## src/rtl/dmem_responder_if.sv

```systemverilog
// dmem_responder_if: MEM-stage data-memory request/response bundle.
// master = CPU memory stage, slave = dmem_responder.
interface dmem_responder_if;
  logic        req_i;
  logic        we_i;
  logic [31:0] addr_i;
  logic [31:0] wdata_i;
  logic [31:0] rdata_o;
  logic        done_o;
  logic        stall_o;
  logic        err_o;

  modport master (
    output req_i, we_i, addr_i, wdata_i,
    input  rdata_o, done_o, stall_o, err_o
  );

  modport slave (
    input  req_i, we_i, addr_i, wdata_i,
    output rdata_o, done_o, stall_o, err_o
  );
endinterface

```

## src/rtl/dmem_responder.sv

```systemverilog
// dmem_responder: multi-cycle data memory for the MEM stage with stall.
// Optional misaligned-access check: define DMEM_ALIGN_CHK_EN.
module dmem_responder #(
  parameter int DEPTH_LOG2 = 5,
  parameter int LATENCY    = 3
) (
  input logic             clk_i,
  input logic             rst_i,
  dmem_responder_if.slave bus
);

  localparam int WORDS = 1 << DEPTH_LOG2;
  localparam logic [3:0] CNT_INIT =
    (LATENCY > 1) ? 4'(LATENCY - 2) : 4'd0;

  typedef enum logic [1:0] {
    IDLE,
    BUSY,
    RESP
  } state_t;

  state_t                  state;
  state_t                  state_nxt;
  logic [3:0]              cnt;
  logic [3:0]              cnt_nxt;
  logic                    commit;
  logic                    misalign;
  logic [DEPTH_LOG2-1:0]   idx;
  logic [31:0]             rdata_q;
  logic [31:0]             mem [WORDS];
  logic                    unused_addr;

  assign idx = bus.addr_i[DEPTH_LOG2+1:2];

  // upper bits alias, low bits only matter to the alignment check
  assign unused_addr =
    ^{bus.addr_i[31:DEPTH_LOG2+2], bus.addr_i[1:0]};

`ifdef DMEM_ALIGN_CHK_EN
  logic err_q;

  assign misalign = |bus.addr_i[1:0];

  // remember whether the committed access was misaligned
  always_ff @(posedge clk_i or posedge rst_i) begin
    if (rst_i)       err_q <= 1'b0;
    else if (commit) err_q <= misalign;
  end

  assign bus.err_o = (state == RESP) & err_q;
`else
  assign misalign  = 1'b0;
  assign bus.err_o = 1'b0;
`endif

  // state and BUSY counter registers
  always_ff @(posedge clk_i or posedge rst_i) begin
    if (rst_i) begin
      state <= IDLE;
      cnt   <= 4'd0;
    end else begin
      state <= state_nxt;
      cnt   <= cnt_nxt;
    end
  end

  // next state; commit marks the edge that enters RESP
  always_comb begin
    state_nxt = state;
    cnt_nxt   = cnt;
    commit    = 1'b0;
    unique case (state)
      IDLE: begin
        if (bus.req_i) begin
          if (LATENCY == 1) begin
            state_nxt = RESP;
            commit    = 1'b1;
          end else begin
            state_nxt = BUSY;
            cnt_nxt   = CNT_INIT;
          end
        end
      end
      BUSY: begin
        if (cnt == 4'd0) begin
          state_nxt = RESP;
          commit    = 1'b1;
        end else begin
          cnt_nxt = cnt - 4'd1;
        end
      end
      RESP: state_nxt = IDLE;
      default: state_nxt = IDLE;
    endcase
  end

  // load data register; misaligned accesses return zero
  always_ff @(posedge clk_i or posedge rst_i) begin
    if (rst_i) begin
      rdata_q <= 32'd0;
    end else if (commit) begin
      if (misalign)        rdata_q <= 32'd0;
      else if (!bus.we_i)  rdata_q <= mem[idx];
    end
  end

  // array write; never while reset is held so aborted stores vanish
  always_ff @(posedge clk_i) begin
    if (commit && bus.we_i && !misalign && !rst_i)
      mem[idx] <= bus.wdata_i;
  end

  assign bus.rdata_o = rdata_q;
  assign bus.done_o  = (state == RESP);
  assign bus.stall_o = ((state == IDLE) & bus.req_i)
                     | (state == BUSY);

endmodule

```

## src/flat_wrapper.sv

```systemverilog
// flat-port wrapper written by rule: the top's interface ports become plain ports
module dmem_responder_flat 
#(
  parameter int DEPTH_LOG2 = 5,
  parameter int LATENCY    = 3
)
  (clk_i, rst_i, bus_req_i, bus_we_i, bus_addr_i, bus_wdata_i, bus_rdata_o, bus_done_o, bus_stall_o, bus_err_o);
  dmem_responder_if bus_i ();
  input logic clk_i;
  input logic rst_i;
  input wire logic [$bits(bus_i.req_i)-1:0] bus_req_i;
  input wire logic [$bits(bus_i.we_i)-1:0] bus_we_i;
  input wire logic [$bits(bus_i.addr_i)-1:0] bus_addr_i;
  input wire logic [$bits(bus_i.wdata_i)-1:0] bus_wdata_i;
  output wire logic [$bits(bus_i.rdata_o)-1:0] bus_rdata_o;
  output wire logic [$bits(bus_i.done_o)-1:0] bus_done_o;
  output wire logic [$bits(bus_i.stall_o)-1:0] bus_stall_o;
  output wire logic [$bits(bus_i.err_o)-1:0] bus_err_o;
  assign bus_i.req_i = bus_req_i;
  assign bus_i.we_i = bus_we_i;
  assign bus_i.addr_i = bus_addr_i;
  assign bus_i.wdata_i = bus_wdata_i;
  assign bus_rdata_o = bus_i.rdata_o;
  assign bus_done_o = bus_i.done_o;
  assign bus_stall_o = bus_i.stall_o;
  assign bus_err_o = bus_i.err_o;
  dmem_responder #(.DEPTH_LOG2(DEPTH_LOG2), .LATENCY(LATENCY)) u_core (.clk_i(clk_i), .rst_i(rst_i), .bus(bus_i));
endmodule
```

## config.mk

```make
export PLATFORM = sky130hd
export DESIGN_NAME = dmem_responder_flat
export DESIGN_NICKNAME = d
export VERILOG_FILES = /design/src/rtl/dmem_responder_if.sv /design/src/rtl/dmem_responder.sv /design/src/flat_wrapper.sv
export SDC_FILE = /design/constraint.sdc
export NUM_CORES = 1
export LEC_CHECK = 0
export BUFFER_PORTS_ARGS = -buffer_cell sky130_fd_sc_hd__buf_2
export CORE_MARGIN = 2
export CORE_UTILIZATION = 64
export DETAILED_ROUTE_END_ITERATION = 10
export GPL_ROUTABILITY_DRIVEN = 0
export PLACE_DENSITY = 0.78
export SLEW_MARGIN = 25
export SYNTH_ARGS = -nofsm -noshare
export SYNTH_HDL_FRONTEND = slang
export SYNTH_SLANG_ARGS = --single-unit
```

## constraint.sdc

```tcl
create_clock -name clk_i -period 8.2 [get_ports clk_i]
set_clock_uncertainty 0.1 [all_clocks]
set_input_delay 0.41 -clock clk_i [delete_from_list [all_inputs] [get_ports clk_i]]
set_output_delay 0.41 -clock clk_i [all_outputs]
set_load 0.05 [all_outputs]
```

* Word-level counts from Yosys, hierarchy flattened
Memories as Yosys holds them, arrays and structs flattened. A register that Yosys moved wholly into a read port is not among the register bits. Cells that the tools add are included.
Word-level totals: flip-flop bits (word level) 6, bits in writable memories 1024, input bits 68, output and inout port bits 35, word-level logic and storage cells 31, memories 1
Memories:
- u_core.mem | words 32, width 32, read ports 1, clocked after Yosys merged registers in 1, write ports 1, RTL line dmem_responder.sv:30 | logic [31:0] mem [WORDS];
Cells by class: add/sub/neg operators 1, equal/unequal tests 5, multiplexer cells 10, bitwise operators 3, reductions and logical operators 9
Operators with widths (number):
- $mux W4 | 2
- $pmux W4 S2 | 1
- $logic_not A4 Y1 | 1
- $mux W1 | 4
- $mux W2 | 2
- $ne A2 B2 Y1 const B | 2
- $pmux W2 S2 | 1
- $reduce_and A2 Y1 | 2
- $sub A4 B1 Y4 const B | 1
- $reduce_and A3 Y1 | 1
- $eq A2 B1 Y1 const B | 1
- $eq A2 B2 Y1 const B | 1
- $logic_and A1 B1 Y1 | 2
- $logic_not A2 Y1 | 1
- $ne A2 B1 Y1 const B | 1
- $reduce_bool A2 Y1 | 1
- $and A1 B1 Y1 | 1
- $logic_not A1 Y1 | 1
- $not A1 Y1 | 1
- $or A1 B1 Y1 | 1

* Depth between registers and ports, before layout
Gate-level depths: netlist of the first run.
depth in word-level cells 7, gate-level depth with buffers 8

* Least setup slack after synthesis of the first run
OpenSTA, ideal clock, no wires.
path type reg-to-reg, start register u_core.cnt[0], end memory u_core.mem[25][0] (enable), arrival 3.832 ns, data required time 7.639 ns, setup slack 3.807 ns, stages on the path, launching flop included 7, clock period less this slack 4.393 ns, cell sequence dfrtp_1 > inv_1 > ha_1 > or3b_4 > nor4b_4 > nand3b_1 > nor3_1
On the way: cells in the longest elaborated chain, start to end 7
Ends and longest elaborated chain:
- start: declaration | RTL line dmem_responder.sv:24 | logic [3:0] cnt;
- start signal: assignment | RTL line dmem_responder.sv:63 | cnt <= cnt_nxt;
- $logic_not A4 Y1 | RTL line dmem_responder.sv:85 | if (cnt == 4'd0) begin
- $mux W1 | RTL line dmem_responder.sv:85
- $mux W1 | RTL line dmem_responder.sv:72 | unique case (state)
- $logic_and A1 B1 Y1 (2 in series) | RTL line dmem_responder.sv:109 | if (commit && bus.we_i && !misalign && !rst_i)
- $mux W1 | RTL line dmem_responder.sv:109
- $mux W1 (not written as such) | RTL line dmem_responder.sv:110 | mem[idx] <= bus.wdata_i;
- end: declaration | RTL line dmem_responder.sv:30
Every way passes these cells.

* Worst setup path in the final report of the first run
start register u_core.cnt[0], end memory u_core.mem[17][12] (enable)
The elaborated chain is that of the path after synthesis.

==> results of run 1 <==
## layout make-up
type | instances | area, um2 | share of cell area
Clock buffer | 126 | 2700 | 0.0597
Multi-Input combinational cell | 981 | 8280 | 0.183
Tap cell | 846 | 1060 | 0.0234
Antenna cell | 1 | 2.50 | 0.0000553
Inverter | 5 | 18.8 | 0.000415
Clock inverter | 62 | 622 | 0.0137
Sequential cell | 1062 | 31700 | 0.700
Timing Repair Buffer | 135 | 877 | 0.0194
## critical path, cell delays in order (launching register included)
cell	delay, ps
sky130_fd_sc_hd__dfrtp_1	370
sky130_fd_sc_hd__inv_1	120
sky130_fd_sc_hd__ha_1	240
sky130_fd_sc_hd__or3b_4	440
sky130_fd_sc_hd__nor4b_4	450
sky130_fd_sc_hd__nand3b_1	710
sky130_fd_sc_hd__nor2_4	1110
sky130_fd_sc_hd__buf_4	450
## power by group
group	internal (uW)	switching, uW	total (uW)
Clock	2690	1970	4660
Sequential	6050	80.7	6140
Combinational	275	732	1010
## sequential cells by signal (all words and copies together) (netlist names)
register and cells:
u_core.bus.rdata_o 32, u_core.cnt 4, u_core.mem 1024, u_core.state 2
## cell usage in the layout (no fill, tap or decap), drive strengths merged, types with 4 or more instances in the layout
| cell | netlist | routed |
|---|---|---|
| edfxtp | 1024 | 1024 |
| mux2i | 512 | 512 |
| o22ai | 256 | 256 |
| buf | 71 | 134 |
| clkbuf | 62 | 126 |
| nor4 | 65 | 65 |
| nor2 | 64 | 64 |
| clkinv | 0 | 44 |
| dfrtp | 38 | 38 |
| a31oi | 32 | 32 |
| bufinv | 0 | 11 |
| inv | 5 | 10 |
| nand4bb | 6 | 6 |
| nor3 | 6 | 6 |
| nand4b | 5 | 5 |
| nand3b | 4 | 4 |
| or4b | 4 | 4 |
| or3b | 4 | 4 |
## final timing paths
check,startpoint,end,slack [ps],cells past startpoint
max in group asynchronous,rst_i,u_core.bus.rdata_o[16]$_DFFE_PP0P_,6780,4
min reg2reg,u_core.cnt[1]$_DFFE_PP0P_,u_core.cnt[1]$_DFFE_PP0P_,450,1
min,bus_req_i,u_core.state[0]$_DFFE_PP0P_,120,4
min in group asynchronous,rst_i,u_core.bus.rdata_o[24]$_DFFE_PP0P_,300,3
max reg2reg,u_core.cnt[0]$_DFFE_PP0P_,u_core.mem[17][12]$_DFFE_PP_,3880,7
max,u_core.cnt[0]$_DFFE_PP0P_,u_core.mem[17][12]$_DFFE_PP_,3880,7
## cell families (layout without fill, tap and decap cells)
kind of cell | count (synthesis) | count (layout) | share of synthesized area
adders and majority gates | 1 | 1 | 0.000310
AOI/OAI and AO/OA | 295 | 295 | 0.0459
buffers and inverters | 138 | 328 | 0.0151
and+or+nand+nor | 171 | 171 | 0.0248
DFF | 1062 | 1062 | 0.786
other | 1 | 2 | 0.0000930
muxes | 513 | 513 | 0.127
## metrics by stage
| stage | worst slack (ps) | hold WS (ps) | util |
|---|---|---|---|
| finish | 3880 | 122 | 0.723 |
| global route | 3790 | 143 | 0.723 |
| CTS | 3940 | 97.7 | 0.723 |
| detailed placement | 3850 | 434 | 0.669 |
| global placement | 3930 | 426 | 0.669 |
| floorplan | 3810 | 395 | - |
## layer usage
metal	wire, um	up-vias	GRT usage
met5	81	-	0
met4	4140	4	0.128
met3	11700	269	0.0659
met2	49100	1567	0.508
met1	37800	11200	0.432
li1	-	9105	-
==> flow_summary.toml, run 1 <==
[floorplan]
floorplan.die.height_um = 255
design.core.area_um2 = 62600
core.rowCount = 92
die-area_um2 = 65000
start_util = 0.644
chipWidth_um = 255
io-pin-count = 103

[grt]
grt_max_degree = 139
number_of_antenna_violations_at_the_first_check_in_global_routing = 1
grt_pass1_vias = 21400
overflow = 0
groute.usage.overall = 0.317
grt_first_pass_wirelength_mm = 145

[timing]
setup_viol = 0
relSlewSlack = 0.178
grt_setup_unrepaired = "no"
setup_total_negative_slack_ps = 0
timing.final.hold_violations = 0
achievable-frequency_ghz = 0.231
slew_violations = 0
layout_worst_path_cycle_share = 0.527
layout_min_cycle_time_ps = 4320
worst_slew_pin_slew_ps = 1230

[logic_synthesis]
synthDominantAreaCellType = "sky130_fd_sc_hd__edfxtp_1"
synth_enable_flop_cells = 1024
mappedNetlistArea_um2 = 40300
dominantRegCellSynth = "sky130_fd_sc_hd__edfxtp_1"
netlist-cell-type-count = 38
ys_seq_area_frac = 0.786
post-synth-top-area-fraction = 0.763
ys_seq_elements = 1062
netlist_instances = 2181
synth_most_common_cell = "sky130_fd_sc_hd__edfxtp_1"
synth.avg_cell_area_um2 = 18.5
synth_top_cells_by_area = "sky130_fd_sc_hd__edfxtp_1, sky130_fd_sc_hd__mux2i_1, sky130_fd_sc_hd__o22ai_1"
postSynth.asyncResetShare = 0.0358
postSynthNetCount = 2250
commonest_cells_in_the_netlist = "sky130_fd_sc_hd__edfxtp_1, sky130_fd_sc_hd__mux2i_1, sky130_fd_sc_hd__o22ai_1"
yosys_warnings = 0

[pwr]
vdd_ir_drop_max_uv = 184
power_uw = 11800
power.static_leakage_uw = 0.0156
power.density_cell_area_nw_per_um2 = 261

[clocking]
clk_pin_slew_worst_paths_ps = 60
numCtsBuffers = 100
clock_path_buffers = 3
tritoncts = "built"
clock_sink_count = 1062
htreeDepth = 3
ctsRootBufferMaster = "sky130_fd_sc_hd__clkbuf_16"
hold_buffers = 1
post_cts.resized_instances = 0
cts_setup_buffers = 0
worstSkewPairLatency_ps = 680

[min_path]
hold_path.class = "in2reg"

[final_layout]
layout.filler_cells = 3658
fin_area_um2 = 45300
drive_gt1_frac = 0.141
syn_to_final_growth_pct = 12.3
final-instance-count-excl-fill = 3218
layout.nets = 2354

[placed_design]
placed_cells = 3028
detailedPlacementHpwl_mm = 52.6
post_dp_cell_area_um2 = 41900
buffer_ports.inserted = 74

[worst_setup_path]
worstSetupEndpointType = "flip-flop"
cp-start-kind = "flip-flop"
startpoint_to_endpoint_class_of_the_critical_path = "reg2reg"
cp_max_fo = 20
required_ps = 8420
worst-endpoint-arrival_ps = 4550

[detailed_routing]
antenna_left = 0
drc = 0
drt_first_iter_violations = 2983
routed_wire_length_per_instance_um = 32.0
vias = 22100
detail_route.wirelength_mm = 103
routed_via_density = 6.87
dr.pass1.iters = 8

[run_status]
outcome = "finished clean"

[run]
max_cap_viol_count = 0
Power figures use the tool's default switching activity.
==> run 2: changes to the inputs <==
Settings changed: CORE_UTILIZATION 64 to 56, PLACE_DENSITY 0.78 to 0.73.
Clock period 8.2 ns to 3.6 ns, I/O delays scaled along.
==> flow_summary.toml, run 2 (synthesis results as in run 1) <==
[final_layout]
syn_to_final_growth_pct = 15.9
most-common-layout-cells = "sky130_fd_sc_hd__edfxtp_1, sky130_fd_sc_hd__mux2i_1, sky130_fd_sc_hd__o22ai_1"
final-instance-count-excl-fill = 3421
most_common_cell_after_layout_fill_and_taps_aside = "sky130_fd_sc_hd__edfxtp_1"
largest_register = "u_core.mem"
largest_register_ffs = 1024
drive_gt1_frac = 0.163
layout.nets = 2453
diodes = 0

[floorplan]
start_util = 0.565
floorplan.die.height_um = 272
chipWidth_um = 272
core.rowCount = 98
io-pin-count = 103
die-area_um2 = 74200
design.core.area_um2 = 71400

[detailed_routing]
wl_met3_mm = 11.1
vias = 22200
m1WireLength_mm = 41.0
dr.pass1.iters = 5
routed_via_density = 6.48
routed_wire_length_per_instance_um = 30.5
drt_first_iter_violations = 3081
met2_length_mm = 49.1
detail_route.wirelength_mm = 104
routed.top_layer = "met4"
antenna_left = 0
drc = 0

[worst_setup_path]
cp_max_fo = 14
required_ps = 3830
startpoint_to_endpoint_class_of_the_critical_path = "reg2reg"
reg2reg_slack_ps = 340
worstSetupEndpointType = "flip-flop"
worst-endpoint-arrival_ps = 3500
cp-start-kind = "flip-flop"

[run_status]
outcome = "finished clean"

[clocking]
tritoncts = "built"
htreeDepth = 3
clock_sink_count = 1062
worstSkewPairLatency_ps = 670
numCtsBuffers = 101
clock_path_buffers = 3
clk_pin_slew_worst_paths_ps = 60
ctsRootBufferMaster = "sky130_fd_sc_hd__clkbuf_16"

[grt]
grt_pass1_vias = 21900
groute.usage.overall = 0.282
grt_max_degree = 82
number_of_antenna_violations_at_the_first_check_in_global_routing = 0
overflow = 0
grt_first_pass_wirelength_mm = 150

[pwr]
power.density_cell_area_nw_per_um2 = 580
power.static_leakage_uw = 0.0163
vdd_ir_drop_max_uv = 563

[timing]
achievable-frequency_ghz = 0.307
hold-worst-slack_ps = 348
layout_min_cycle_time_ps = 3260
timing.final.hold_violations = 0
relSlewSlack = 0.369
slew_violations = 0
grt_setup_unrepaired = "no"
layout_worst_path_cycle_share = 0.906
worst_slew_pin_slew_ps = 946
setup_viol = 0

[run]
max_cap_viol_count = 0

[placed_design]
placed_cells = 3195
detailedPlacementHpwl_mm = 58.8
buffer_ports.inserted = 74

[min_path]
hold_path.class = "in2reg"
-- run 2: cell count changes in the layout (fill, tap and decap cells not counted), moves of 4 or more --
cell	delta
sky130_fd_sc_hd__nand4bb_4	+4
sky130_fd_sc_hd__clkinv_1	-8
sky130_fd_sc_hd__clkinv_4	-4
sky130_fd_sc_hd__clkinv_2	+7
sky130_fd_sc_hd__nand4bb_2	-4
sky130_fd_sc_hd__clkbuf_1	+5
sky130_fd_sc_hd__buf_12	+34
sky130_fd_sc_hd__buf_4	+32
sky130_fd_sc_hd__dlygate4sd3_1	+35
-- run 2: per-layer routing --
| metal | track usage | up-vias |
|---|---|---|
| li1 | - | 9305 |
| met1 | 0.397 | 11300 |
| met2 | 0.447 | 1343 |
| met3 | 0.0586 | 211 |
| met4 | 0.0914 | 0 |
| met5 | 0 | - |
-- run 2: path summary, 6_finish.rpt --
path | from | cells after the start | endpoint
setup reg to reg | u_core.cnt[0]$_DFFE_PP0P_ | 8 | u_core.mem[24][0]$_DFFE_PP_
max in group asynchronous | rst_i | 5 | u_core.bus.rdata_o[16]$_DFFE_PP0P_
setup / recovery | u_core.cnt[0]$_DFFE_PP0P_ | 8 | u_core.mem[24][0]$_DFFE_PP_
hold / removal | bus_addr_i[3] | 5 | u_core.bus.rdata_o[25]$_DFFE_PP0P_
hold reg to reg | u_core.bus.rdata_o[30]$_DFFE_PP0P_ | 2 | u_core.bus.rdata_o[30]$_DFFE_PP0P_
min in group asynchronous | rst_i | 4 | u_core.bus.rdata_o[30]$_DFFE_PP0P_
-- run 2: cell type report --
cell class,count,area [um2]
Clock buffer,131,2720
Clock inverter,59,642
Fill cell,4724,24600
Inverter,5,18.8
Multi-Input combinational cell,981,8350
Sequential cell,1062,31700
Tap cell,950,1190
Timing Repair Buffer,233,2110
-- run 2: per-stage QoR --
stage | setup TNS, ps | setup slack, ps | power [uW] | instance area [um2] | utilization
2_1_floorplan | -36090 | -158 | 15700 | 40300 | -
3_3_place_gp | 0 | 412 | 16500 | 43000 | 0.603
3_5_place_dp | 0 | 361 | 16600 | 43000 | 0.603
4_1_cts | 0 | 336 | 27200 | 46700 | 0.655
5_1_grt | 0 | 242 | 27800 | 46700 | 0.655
6_report | 0 | 338 | 27100 | 46700 | 0.655
-- run 2: repair_timing --
action                    in CTS  in global routing
setup buffers                  0                  0
resized for setup              0                  0
hold buffers                  36                  0
hold endpoints to repair    1047                  0
-- run 2: worst max-delay path, stage by stage (launching register included) --
cell                      delay [ps]
sky130_fd_sc_hd__dfrtp_1         380
sky130_fd_sc_hd__inv_1           120
sky130_fd_sc_hd__ha_1            210
sky130_fd_sc_hd__or3b_4          440
sky130_fd_sc_hd__nor4b_4         480
sky130_fd_sc_hd__or3b_1          400
sky130_fd_sc_hd__buf_4           230
sky130_fd_sc_hd__nor3_4          200
sky130_fd_sc_hd__buf_4           350
-- run 2: where the power goes --
group | total [uW] | leakage [uW] | switching (uW) | internal, uW
registers | 14000 | 0.00964 | 204 | 13800
clock network | 10700 | 0.00165 | 4540 | 6160
logic | 2410 | 0.00498 | 1730 | 680
total | 27100 | 0.0163 | 6480 | 20600
